===== config.mk =====
export PLATFORM = sky130hd
export DESIGN_NAME = task_14_rev
export DESIGN_NICKNAME = d
export VERILOG_FILES = /design/src/rtl/task_14_rev.sv
export SDC_FILE = /design/constraint.sdc
export NUM_CORES = 1
export LEC_CHECK = 0
export BUFFER_PORTS_ARGS = -buffer_cell sky130_fd_sc_hd__buf_2
export CAP_MARGIN = 10
export CORE_MARGIN = 1.5
export CORE_UTILIZATION = 45
export DETAILED_ROUTE_END_ITERATION = 8
export GPL_TIMING_DRIVEN = 0
export HOLD_SLACK_MARGIN = 0.06
export PLACE_DENSITY = 0.59
export SKIP_CTS_REPAIR_TIMING = 1
export SYNTH_ARGS = -nofsm -noshare
export SYNTH_HDL_FRONTEND = slang
export SYNTH_SLANG_ARGS = --single-unit

===== constraint.sdc =====
create_clock -name i_clk -period 3.21 [get_ports i_clk]
set_input_delay 0.321 -clock i_clk [delete_from_list [all_inputs] [get_ports i_clk]]
set_output_delay 0.321 -clock i_clk [all_outputs]
set_load 0.05 [all_outputs]

===== src/rtl/task_14_rev.sv =====
// Frame-reversal stage: captures i_first..i_last frames into two ping-pong banks and
// replays each frame's beats in reverse order. Optional drop pulse o_err with TASK_REV_ERR_EN.
module task_14_rev #(
    parameter int TASK_INPUT_WIDTH  = 8,
    parameter int TASK_OUTPUT_WIDTH = 8,
    parameter int MAX_FRAME_LEN     = 16,
    parameter int INPUT_STREAMS     = 1,
    parameter int OUTPUT_STREAMS    = 1
) (
    input  logic                         i_clk,
    input  logic                         i_rst_n,
    input  logic                         i_valid,
    input  logic                         i_first,
    input  logic                         i_last,
    input  logic [TASK_INPUT_WIDTH-1:0]  i_data,
    output logic                         o_valid,
    output logic                         o_last,
    output logic [TASK_OUTPUT_WIDTH-1:0] o_data
`ifdef TASK_REV_ERR_EN
    ,
    output logic                         o_err
`endif
);

    // state     | meaning
    // W_IDLE    | waiting for i_first
    // W_FILL    | capturing beats into bank wr_ptr
    // W_DROP    | discarding beats of a dropped frame until i_last
    // R_IDLE    | no readout in progress; a READY bank is emitted from immediately
    // R_OUT     | emitting bank rd_ptr from raddr down to 0

    localparam int AW    = $clog2(MAX_FRAME_LEN + 1);
    localparam int DEPTH = 2 ** (AW + 1);
    localparam logic [AW-1:0] MAX_CNT = AW'(MAX_FRAME_LEN);
    localparam logic [AW-1:0] ONE     = AW'(1);

    typedef enum logic [1:0] {B_EMPTY, B_FILLING, B_READY, B_READING} bank_t;
    typedef enum logic [1:0] {W_IDLE, W_FILL, W_DROP} wr_t;
    typedef enum logic {R_IDLE, R_OUT} rd_t;

    bank_t           bank_q [2];
    bank_t           bank_d [2];
    logic [AW-1:0]   len_q  [2];
    logic [AW-1:0]   len_d  [2];
    wr_t             w_q, w_d;
    rd_t             r_q, r_d;
    logic            wr_ptr_q, wr_ptr_d;
    logic            rd_ptr_q, rd_ptr_d;
    logic [AW-1:0]   cnt_q, cnt_d;
    logic [AW-1:0]   raddr_q, raddr_d;

    logic                         we;
    logic [AW-1:0]                w_addr;
    logic                         drop;
    logic                         emit;
    logic [AW-1:0]                e_addr;
    logic                         ov_d, ol_d;
    logic [TASK_OUTPUT_WIDTH-1:0] od_d;

    logic [TASK_INPUT_WIDTH-1:0] mem [DEPTH];

    logic unused_cfg;
    assign unused_cfg = ^{INPUT_STREAMS, OUTPUT_STREAMS};

    always_comb begin
        w_d      = w_q;
        wr_ptr_d = wr_ptr_q;
        cnt_d    = cnt_q;
        bank_d   = bank_q;
        len_d    = len_q;
        we       = 1'b0;
        w_addr   = cnt_q;
        drop     = 1'b0;

        if (i_valid) begin
            if (i_first) begin
                // Abort frees the bank, but the new start still sees it as FILLING.
                if (w_q == W_FILL) begin
                    bank_d[wr_ptr_q] = B_EMPTY;
                    drop             = 1'b1;
                end
                if (bank_q[wr_ptr_q] == B_EMPTY) begin
                    we               = 1'b1;
                    w_addr           = '0;
                    cnt_d            = ONE;
                    bank_d[wr_ptr_q] = B_FILLING;
                    if (i_last) begin
                        bank_d[wr_ptr_q] = B_READY;
                        len_d[wr_ptr_q]  = ONE;
                        wr_ptr_d         = ~wr_ptr_q;
                        w_d              = W_IDLE;
                    end else begin
                        w_d = W_FILL;
                    end
                end else begin
                    drop = 1'b1;
                    w_d  = i_last ? W_IDLE : W_DROP;
                end
            end else begin
                case (w_q)
                    W_FILL: begin
                        if (cnt_q == MAX_CNT) begin
                            bank_d[wr_ptr_q] = B_EMPTY;
                            drop             = 1'b1;
                            w_d              = i_last ? W_IDLE : W_DROP;
                        end else begin
                            we    = 1'b1;
                            cnt_d = cnt_q + ONE;
                            if (i_last) begin
                                bank_d[wr_ptr_q] = B_READY;
                                len_d[wr_ptr_q]  = cnt_q + ONE;
                                wr_ptr_d         = ~wr_ptr_q;
                                w_d              = W_IDLE;
                            end
                        end
                    end
                    W_DROP: begin
                        if (i_last) w_d = W_IDLE;
                    end
                    default: ;
                endcase
            end
        end

        // Reader only touches READY/READING banks, so it never collides with the writer.
        r_d      = r_q;
        rd_ptr_d = rd_ptr_q;
        raddr_d  = raddr_q;
        emit     = 1'b0;
        e_addr   = raddr_q;
        if (r_q == R_OUT) begin
            emit = 1'b1;
        end else if (bank_q[rd_ptr_q] == B_READY) begin
            emit   = 1'b1;
            e_addr = len_q[rd_ptr_q] - ONE;
        end

        if (emit) begin
            if (e_addr == '0) begin
                bank_d[rd_ptr_q] = B_EMPTY;
                rd_ptr_d         = ~rd_ptr_q;
                r_d              = R_IDLE;
            end else begin
                bank_d[rd_ptr_q] = B_READING;
                raddr_d          = e_addr - ONE;
                r_d              = R_OUT;
            end
        end

        ov_d = emit;
        ol_d = emit && (e_addr == '0);
        od_d = emit ? mem[{rd_ptr_q, e_addr}] : '0;
    end

    always_ff @(posedge i_clk) begin
        if (we) mem[{wr_ptr_q, w_addr}] <= i_data;
    end

    always_ff @(posedge i_clk or negedge i_rst_n) begin
        if (!i_rst_n) begin
            bank_q[0] <= B_EMPTY;
            bank_q[1] <= B_EMPTY;
            len_q[0]  <= '0;
            len_q[1]  <= '0;
            w_q       <= W_IDLE;
            r_q       <= R_IDLE;
            wr_ptr_q  <= 1'b0;
            rd_ptr_q  <= 1'b0;
            cnt_q     <= '0;
            raddr_q   <= '0;
            o_valid   <= 1'b0;
            o_last    <= 1'b0;
            o_data    <= '0;
        end else begin
            bank_q   <= bank_d;
            len_q    <= len_d;
            w_q      <= w_d;
            r_q      <= r_d;
            wr_ptr_q <= wr_ptr_d;
            rd_ptr_q <= rd_ptr_d;
            cnt_q    <= cnt_d;
            raddr_q  <= raddr_d;
            o_valid  <= ov_d;
            o_last   <= ol_d;
            o_data   <= od_d;
        end
    end

`ifdef TASK_REV_ERR_EN
    always_ff @(posedge i_clk or negedge i_rst_n) begin
        if (!i_rst_n) o_err <= 1'b0;
        else          o_err <= drop;
    end
`else
    logic unused_drop;
    assign unused_drop = drop;
`endif

endmodule


==> metrics <==
Initial Utilization 45.9%; DR WL/cell 30.1 µm; violated checks negative setup slack; CP Data Required Time 3.71 ns; Syn Area/Cell 13.0 µm²; final setup vio count 8; GRT overflow 0; status complete, but fails checks; ys async rst share 7.08%; Worst-path clk slew 0.06 ns; final WL 78000 µm; Via Count 16.2k; Max rail drop VDD 0.630 mV; PortBufs 21; Setup CP Type register to register; r2r setup slk -0.47 ns; adder-cell share of the synthesized area 0.222%; Critical Path End Type register; most instantiated cells after synthesis edfxtp_1 (512), nand2_1 (365), a21oi_1 (150); Area Overhead vs Synth 23.0%; fill cell count 4020; clock latency on the worst-skew pair 0.63 ns; # clock sinks 551; Pwr Density 1030 nW/µm²; Slew @ Worst Pin 1.34 ns; dpl ws -1.64 ns; syn_nets 1750; CTS root buffer clkbuf_16; CTS tree done; cell row count 81; Synth Area in Compound Gates 10.5%; Final min period 3.68 ns; CTS max path bufs 3; first-pass GRT wire length 108000 µm; Final Hold Fails 0; die area 51500 µm²; Die Span Y 227 µm; yosys synthesis warning count 0; CTS Buf Count 57; CORE AREA 49200 µm²; residual DRC count 0; fin nets 1899; number of synthesized flops with an enable pin 512; area share of and/or/nand/nor cells after synthesis 12.7%; Die Wd 227 µm; min-delay worst type primary input to register; top-level I/O count 23; Antenna Nets Post-Route 0; htree depth 2; count leader, synth edfxtp_1; max capacitance violation total 0; RSZ-0062 raised after global routing true; HPWL after DPL 50800 µm; Tot GR Track Use 30.3%; Crit Path Max Fanout 7; Mapped Cells 1733; period utilization 114%; fin util 56.4%; GPL Wtd Cong 0.942; max-slew violation count 0; CP arrival 4.17 ns; Cell Area, Synth 22600 µm²; post-synth cell types 62; number of antenna violations at the first check in global routing 1; Synth area leaders edfxtp_1 (68%), nand2_1 (6.1%), dfrtp_1 (4.3%); Synth Register Bits 551; FMAX 0.272 GHz; 1st-iter DRT viols 2262; Sum Neg Setup Slack -2.85 ns; crit path setup slack, layout -0.465 ns; share of the yosys chip area belonging to registers 72.5%; drt pass-1 iters 6; Relative slew margins 11.0%; setup skew after layout 0.0184 ns; post-synthesis xor/xnor area fraction 0.272%; startpoint types register; pin count of the biggest net entering global routing 65; largest family of logic cells by synthesized area simple AND/OR/NAND/NOR gates; Yosys top cell area share 68.2%; share of layout cells above drive strength 1 23.4%; vias in the first global route 14.7k; area leader, netlist edfxtp_1; ys flop type edfxtp_1; routed vias/inst 6.23; Power Total 28.6 mW; P_leak 9.40 nW; mux contribution to synthesized area 0.871%; Fin Hold WS 0.101 ns
-- report_power, final --
part,internal (mW),switching [mW]
Clock,4.10,2.83
Sequential,8.11,0.183
Combinational,3.98,9.42
Total,16.2,12.4
-- cell families after synthesis --
group / after synthesis
buf+inv: 133
simple gates: 652
flops: 551
compound gates: 368
fa+ha+maj: 4
mux: 18
xor+xnor: 7
-- worst paths after layout --
kind	start	cells after the start	endpoint
hold / removal	i_first	4	w_q[0]
min in group asynchronous	i_rst_n	2	cnt_q[3]
hold reg to reg	len_q[9]	2	len_q[9]
max in group asynchronous	i_rst_n	2	bank_q[2]
setup / recovery	rd_ptr_q	13	o_data[6]
setup reg to reg	rd_ptr_q	13	o_data[6]
-- layer usage --
layer  GRT usage [%]  part of all wire [%]  vias to the layer above
met5               0                     0                        -
met4            15.9                   6.0                        0
met3            5.93                    11                      195
met2            44.9                    44                     1001
met1            42.2                    39                     8173
li1                -                     -                     6807
-- critical path, stage by stage, from the launching register on --
cell      delay, ns
dfrtp_1        0.37
buf_6          0.14
buf_8          0.13
mux2i_2        0.18
ha_2           0.25
or4b_4         0.47
a21o_1         0.24
a31oi_4        0.23
nand2b_4       0.24
buf_8          0.15
a311oi_2       0.11
a211oi_4       0.39
nor3_1         0.11
or4_4          0.53
-- layout by cell type (no fill, tap or decap), types with 30 or more instances in the layout --
| cell type | Yosys | routed |
|---|---|---|
| and3_1 | 38 | 38 |
| o21ai_0 | 47 | 46 |
| nand2_1 | 365 | 361 |
| nand3_1 | 77 | 72 |
| a21oi_1 | 150 | 146 |
| clkbuf_16 | 0 | 58 |
| nor2_4 | 0 | 63 |
| buf_12 | 0 | 32 |
| edfxtp_1 | 512 | 512 |
| dfrtp_1 | 39 | 36 |
| a22oi_1 | 30 | 30 |
| buf_4 | 9 | 53 |
| clkbuf_1 | 50 | 39 |
| buf_2 | 49 | 47 |
-- cell type report --
cell class / count / area, µm² / area share [%]
inverters: 14 / 55.1 / 0.198
clock buffers: 78 / 1550 / 5.58
flip-flops and latches: 551 / 16400 / 59.0
multi-input cells: 1049 / 6730 / 24.3
plain buffers: 115 / 779 / 2.81
diodes: 2 / 5.00 / 0.0180
well taps: 664 / 831 / 3.00
clock inverters: 30 / 402 / 1.45
repair buffers: 94 / 1030 / 3.71
-- sequential cells by signal (all words and copies together) (netlist names), 2 cells and up --
| signal | count |
|---|---|
| mem | 512 |
| len_q | 10 |
| o_data | 8 |
| cnt_q | 5 |
| raddr_q | 5 |
| bank_q | 4 |
| w_q | 2 |
-- through the flow --
stage	cell area (µm²)	std cells
3_3_place_gp	23500	2418
5_1_grt	27700	2595
2_1_floorplan	22600	1733
4_1_cts	25500	2530
6_report	27700	2597
3_5_place_dp	23600	2422
No activity file was read; power rests on OpenSTA's default activity.
